==> src/rtl/stall_ctrl_if.sv <==
// rtl/stall_ctrl_if.sv - decode-stage hazard request and stall response bundle
interface stall_ctrl_if #(
    parameter int CNT_W = 32
);
    logic [4:0]       D_rs;
    logic [4:0]       D_rt;
    logic [1:0]       D_rs_tuse;
    logic [1:0]       D_rt_tuse;
    logic [4:0]       D_dst;
    logic [1:0]       D_tnew;
    logic             D_md_start;
    logic             D_md_div;
    logic             D_md_use;
    logic             pause;
    logic             E_flush;
    logic             md_busy;
    logic [CNT_W-1:0] stall_cnt;

    // Decode side: presents the instruction in D, receives the stall decision
    modport master (
        output D_rs, D_rt, D_rs_tuse, D_rt_tuse, D_dst, D_tnew,
               D_md_start, D_md_div, D_md_use,
        input  pause, E_flush, md_busy, stall_cnt
    );

    // Scheduler side
    modport slave (
        input  D_rs, D_rt, D_rs_tuse, D_rt_tuse, D_dst, D_tnew,
               D_md_start, D_md_div, D_md_use,
        output pause, E_flush, md_busy, stall_cnt
    );
endinterface

==> src/rtl/stall_ctrl.sv <==
// rtl/stall_ctrl.sv - issue/stall scheduler for the 5-stage pipeline
module stall_ctrl #(
    parameter int MULT_CYC = 5,
    parameter int DIV_CYC  = 10,
    parameter int CNT_W    = 32
) (
    input  logic          clk,
    input  logic          reset,
    stall_ctrl_if.slave   hz
);
    localparam int MD_MAX = (DIV_CYC > MULT_CYC) ? DIV_CYC : MULT_CYC;
    localparam int MD_W   = $clog2(MD_MAX + 1);

    // Shadow of the producers sitting in E and M; W is covered by the
    // register file writing before it is read.
    logic [4:0]       e_dst_q,  e_dst_d;
    logic [1:0]       e_tnew_q, e_tnew_d;
    logic [4:0]       m_dst_q,  m_dst_d;
    logic [1:0]       m_tnew_q, m_tnew_d;
    logic [MD_W-1:0]  md_cnt_q, md_cnt_d;
    logic [CNT_W-1:0] stall_cnt_q, stall_cnt_d;

    logic haz_rs_e, haz_rt_e, haz_rs_m, haz_rt_m, haz_md, stall;

    // Hazard detection: a producer blocks a source only while its result
    // is further away than the consumer's use point. Register 0 never hazards.
    always_comb begin
        haz_rs_e = (hz.D_rs != 5'd0) && (e_dst_q == hz.D_rs) && (e_tnew_q > hz.D_rs_tuse);
        haz_rt_e = (hz.D_rt != 5'd0) && (e_dst_q == hz.D_rt) && (e_tnew_q > hz.D_rt_tuse);
        haz_rs_m = (hz.D_rs != 5'd0) && (m_dst_q == hz.D_rs) && (m_tnew_q > hz.D_rs_tuse);
        haz_rt_m = (hz.D_rt != 5'd0) && (m_dst_q == hz.D_rt) && (m_tnew_q > hz.D_rt_tuse);
        haz_md   = (hz.D_md_start || hz.D_md_use) && (md_cnt_q != '0);
        stall    = haz_rs_e || haz_rt_e || haz_rs_m || haz_rt_m || haz_md;
    end

    // Next state: bubble into E on stall, age E into M, run the mult/div
    // timer and the saturating stall counter.
    always_comb begin
        e_dst_d     = stall ? 5'd0 : hz.D_dst;
        e_tnew_d    = stall ? 2'd0 : hz.D_tnew;
        m_dst_d     = e_dst_q;
        m_tnew_d    = (e_tnew_q == 2'd0) ? 2'd0 : e_tnew_q - 2'd1;
        md_cnt_d    = md_cnt_q;
        stall_cnt_d = stall_cnt_q;
        if (!stall && hz.D_md_start) begin
            md_cnt_d = hz.D_md_div ? MD_W'(DIV_CYC) : MD_W'(MULT_CYC);
        end else if (md_cnt_q != '0) begin
            md_cnt_d = md_cnt_q - MD_W'(1);
        end
        if (stall && (stall_cnt_q != '1)) begin
            stall_cnt_d = stall_cnt_q + CNT_W'(1);
        end
    end

    // State registers, cleared asynchronously so pause drops with reset
    always_ff @(posedge clk or negedge reset) begin
        if (!reset) begin
            e_dst_q     <= '0;
            e_tnew_q    <= '0;
            m_dst_q     <= '0;
            m_tnew_q    <= '0;
            md_cnt_q    <= '0;
            stall_cnt_q <= '0;
        end else begin
            e_dst_q     <= e_dst_d;
            e_tnew_q    <= e_tnew_d;
            m_dst_q     <= m_dst_d;
            m_tnew_q    <= m_tnew_d;
            md_cnt_q    <= md_cnt_d;
            stall_cnt_q <= stall_cnt_d;
        end
    end

    assign hz.pause     = stall;
    assign hz.E_flush   = stall;
    assign hz.md_busy   = (md_cnt_q != '0);
    assign hz.stall_cnt = stall_cnt_q;
endmodule
==> src/flat_wrapper.sv <==
// flat-port wrapper written by rule: the top's interface ports become plain ports
module stall_ctrl_flat 
#(
    parameter int MULT_CYC = 5,
    parameter int DIV_CYC  = 10,
    parameter int CNT_W    = 32
)
  (clk, reset, hz_D_rs, hz_D_rt, hz_D_rs_tuse, hz_D_rt_tuse, hz_D_dst, hz_D_tnew, hz_D_md_start, hz_D_md_div, hz_D_md_use, hz_pause, hz_E_flush, hz_md_busy, hz_stall_cnt);
  stall_ctrl_if #(.CNT_W(CNT_W)) hz_i ();
  input  logic clk;
  input  logic reset;
  input wire logic [$bits(hz_i.D_rs)-1:0] hz_D_rs;
  input wire logic [$bits(hz_i.D_rt)-1:0] hz_D_rt;
  input wire logic [$bits(hz_i.D_rs_tuse)-1:0] hz_D_rs_tuse;
  input wire logic [$bits(hz_i.D_rt_tuse)-1:0] hz_D_rt_tuse;
  input wire logic [$bits(hz_i.D_dst)-1:0] hz_D_dst;
  input wire logic [$bits(hz_i.D_tnew)-1:0] hz_D_tnew;
  input wire logic [$bits(hz_i.D_md_start)-1:0] hz_D_md_start;
  input wire logic [$bits(hz_i.D_md_div)-1:0] hz_D_md_div;
  input wire logic [$bits(hz_i.D_md_use)-1:0] hz_D_md_use;
  output wire logic [$bits(hz_i.pause)-1:0] hz_pause;
  output wire logic [$bits(hz_i.E_flush)-1:0] hz_E_flush;
  output wire logic [$bits(hz_i.md_busy)-1:0] hz_md_busy;
  output wire logic [$bits(hz_i.stall_cnt)-1:0] hz_stall_cnt;
  assign hz_i.D_rs = hz_D_rs;
  assign hz_i.D_rt = hz_D_rt;
  assign hz_i.D_rs_tuse = hz_D_rs_tuse;
  assign hz_i.D_rt_tuse = hz_D_rt_tuse;
  assign hz_i.D_dst = hz_D_dst;
  assign hz_i.D_tnew = hz_D_tnew;
  assign hz_i.D_md_start = hz_D_md_start;
  assign hz_i.D_md_div = hz_D_md_div;
  assign hz_i.D_md_use = hz_D_md_use;
  assign hz_pause = hz_i.pause;
  assign hz_E_flush = hz_i.E_flush;
  assign hz_md_busy = hz_i.md_busy;
  assign hz_stall_cnt = hz_i.stall_cnt;
  stall_ctrl #(.MULT_CYC(MULT_CYC), .DIV_CYC(DIV_CYC), .CNT_W(CNT_W)) u_core (.clk(clk), .reset(reset), .hz(hz_i));
endmodule
==> config.mk <==
export PLATFORM = sky130hd
export DESIGN_NAME = stall_ctrl_flat
export DESIGN_NICKNAME = d
export VERILOG_FILES = /design/src/rtl/stall_ctrl_if.sv /design/src/rtl/stall_ctrl.sv /design/src/flat_wrapper.sv
export SDC_FILE = /design/constraint.sdc
export NUM_CORES = 1
export LEC_CHECK = 0
export ABC_AREA = 1
export ABC_CLOCK_PERIOD_IN_PS = 4200
export CAP_MARGIN = 20
export CORE_AREA = 4 4 78 87
export DETAILED_ROUTE_END_ITERATION = 16
export DIE_AREA = 0 0 82 91
export GPL_TIMING_DRIVEN = 0
export PLACE_DENSITY = 0.82
export SETUP_SLACK_MARGIN = 0.15
export SYNTH_ARGS = -nofsm -noshare
export SYNTH_HDL_FRONTEND = slang
export SYNTH_SLANG_ARGS = --single-unit
==> constraint.sdc <==
create_clock -name clk -period 4.2 [get_ports clk]
set_input_delay 0.42 -clock clk [delete_from_list [all_inputs] [get_ports clk]]
set_output_delay 0.42 -clock clk [all_outputs]
set_load 0.005 [all_outputs]
==> out/results.tsv <==
metric	value	unit
yosysUniqueCellTypes	23	
cts_root_buf	clkbuf_8	
critical_path_class	in2out	
path_clk_slew	0.09	ns
cp-start-kind	input pin	
die_area	7462	sq um
die_h	91	um
fmax	0.2846	GHz
synth_area_per_cell	7.306	sq um
fin_nets	540	
synth_area_leaders	dfrtp_1, nand2_1, xor2_1, inv_1, nand3_1	
cts_buffer_depth	2	
critPathRequiredTime	3.78	ns
cts_tree	built	
leakage	1.903	nW
drt_wl_total	7.746	mm
rsz0062_at_grt	false	
yosysTopAreaCell	dfrtp_1	
port_buffers	60	
drv_cap	0	
drc	0	
first_global_vias	3022	
yosysSeqAreaShare	39.37	%
vias_per_cell	5.091	
yosysMostFrequentCell	nand2_1	
antenna_found_initial	0	
power_density	360.7	nW/um^2
crit_arrival	3.09	ns
worst_pin_slew	0.5100	ns
antenna_cells	0	
yosys_warnings	0	
ant_nets	0	
syn_to_final_growth	25.04	%
clkLatencyLatePin	0.30	ns
final_hold_viol_count	0	
cp_max_fo	11	
fin_total_pwr	1.433	mW
fill_cells	510	
grt-ovfl-total	0	
ctsHoldBuffers	0	
syn_area	3178	sq um
max-slew-margin-rel	66.00	%
synth-seq-cells	50	
hpwl	6.030	mm
synth_top_cells_by_count	nand2_1, inv_1, dfrtp_1	
hold_path_class	in2async	
finalCritPeriodShare	83.65	%
drive_above_1_share	4.970	%
htreeDepth	2	
setup_ws	0.6868	ns
async_flop_share	100.0	%
dp.cells	573	
status	finished clean	
first_pass_iters	4	
synth_edf_count	0	
vias	2953	
drt-wirelength-per-cell	13.36	um
drv_slew	0	
cts_resized	0	
finalSetupViolCount	0	
end_kind	output port	
final_cells	580	
syn-instance-count	435	
finalCriticalPeriod	3.513	ns
cts_made_buffers	5	
synth_nets	472	
peakVddDrop	0.2124	mV
core	5806	sq um
initial_core_util	54.74	%
synth.top_cell.area_share	39.37	%
die_x	82	um
rows	29	
first_iter_violations	141	
postCtsSetupRepairBufs	0	
r2r_slack	1.96	ns
cts_sinks	50	
boundaryPins	61	
grt_start_max_net_pins	33	
pre_cts_ws	0.6675	ns
gp_congestion	0.9909	
fin_skew	0.004106	ns
finalSetupTns	0	ns
grt_pass1_wl	12.96	mm
synthFlopType	dfrtp_1	
track_usage	21.79	%
-- area by class of cell --
| type | instances | area (sq um) | share of cell area [%] |
|---|---|---|---|
| Buffer | 9 | 56.30 | 1.417 |
| Clock buffer | 5 | 68.82 | 1.732 |
| Clock inverter | 2 | 15.01 | 0.3778 |
| Inverter | 57 | 214.0 | 5.384 |
| Multi-Input combinational cell | 319 | 1657 | 41.69 |
| Sequential cell | 50 | 1251 | 31.49 |
| Tap cell | 77 | 96.34 | 2.424 |
| Timing Repair Buffer | 61 | 615.6 | 15.49 |
-- state kept, by name, summed over array words and instances, names as in the netlist --
register	flops
u_core.e_dst_q	5
u_core.e_tnew_q	2
u_core.hz.stall_cnt	32
u_core.m_dst_q	5
u_core.m_tnew_q	2
u_core.md_cnt_q	4
-- stage by stage --
| step | instance area (sq um) | util, % | hold slack [ns] |
|---|---|---|---|
| floorplan | 3178 | - | 0.1244 |
| global placement | 3875 | 66.75 | 0.4182 |
| detailed placement | 3890 | 67.00 | 0.3918 |
| CTS | 3974 | 68.45 | 0.05757 |
| global route | 3974 | 68.45 | 0.06909 |
| finish | 3974 | 68.45 | 0.04265 |
-- worst max-delay path, cell delays in order --
cell and delay, ns:
clkdlybuf4s50_1 0.45, inv_1 0.06, ha_1 0.31, nand2_1 0.08
nand3_1 0.07, nor2_1 0.10, nand3_1 0.07, nand2_1 0.11
nand2_1 0.08, nand3_1 0.24, clkbuf_1 0.42, buf_4 0.19
clkdlybuf4s50_1 0.49
-- cell usage in the layout (no fill, tap or decap), types with 10 or more instances in the layout --
master / count
nand2_1: 134
xnor2_1: 12
nor2_1: 48
nand3_1: 38
nor3_1: 14
ha_1: 11
clkdlybuf4s50_1: 59
inv_1: 54
dfrtp_1: 50
o21ai_0: 10
xor2_1: 26
-- final timing paths --
| check | endpoint | from | cells after the start |
|---|---|---|---|
| setup / recovery | hz_pause | hz_D_rs_tuse[1] | 13 |
| hold / removal | u_core.hz.stall_cnt[31] | reset | 1 |
| setup reg to reg | u_core.hz.stall_cnt[16] | u_core.hz.stall_cnt[0] | 12 |
| hold reg to reg | u_core.m_tnew_q[0] | u_core.e_tnew_q[0] | 1 |
| max in group asynchronous | u_core.m_tnew_q[1] | reset | 2 |
| min in group clk | u_core.m_tnew_q[0] | u_core.e_tnew_q[0] | 1 |
-- power breakdown --
part | total [mW] | switching, mW | internal, mW
Clock | 0.271 | 0.157 | 0.114
Sequential | 0.633 | 0.0756 | 0.558
Combinational | 0.529 | 0.291 | 0.238
Total | 1.43 | 0.524 | 0.909
-- cell families after synthesis --
family / count (synthesis) / share of synthesized area, %
buffers and inverters: 66 / 8.504
xor gates and xnor gates: 38 / 10.47
AOI/OAI and AO/OA: 16 / 2.520
adders and majority gates: 11 / 4.331
and+or+nand+nor: 254 / 34.80
DFF: 50 / 39.37
-- routing by layer --
metal	part of all wire (%)	track usage [%]	vias up	routed length, um
li1	-	-	1496	-
met1	42	27.70	1342	3270
met2	51	37.13	99	3923
met3	5.2	3.564	16	403
met4	1.9	7.202	0	148
met5	0	0	-	0
Power figures use the tool's default switching activity.
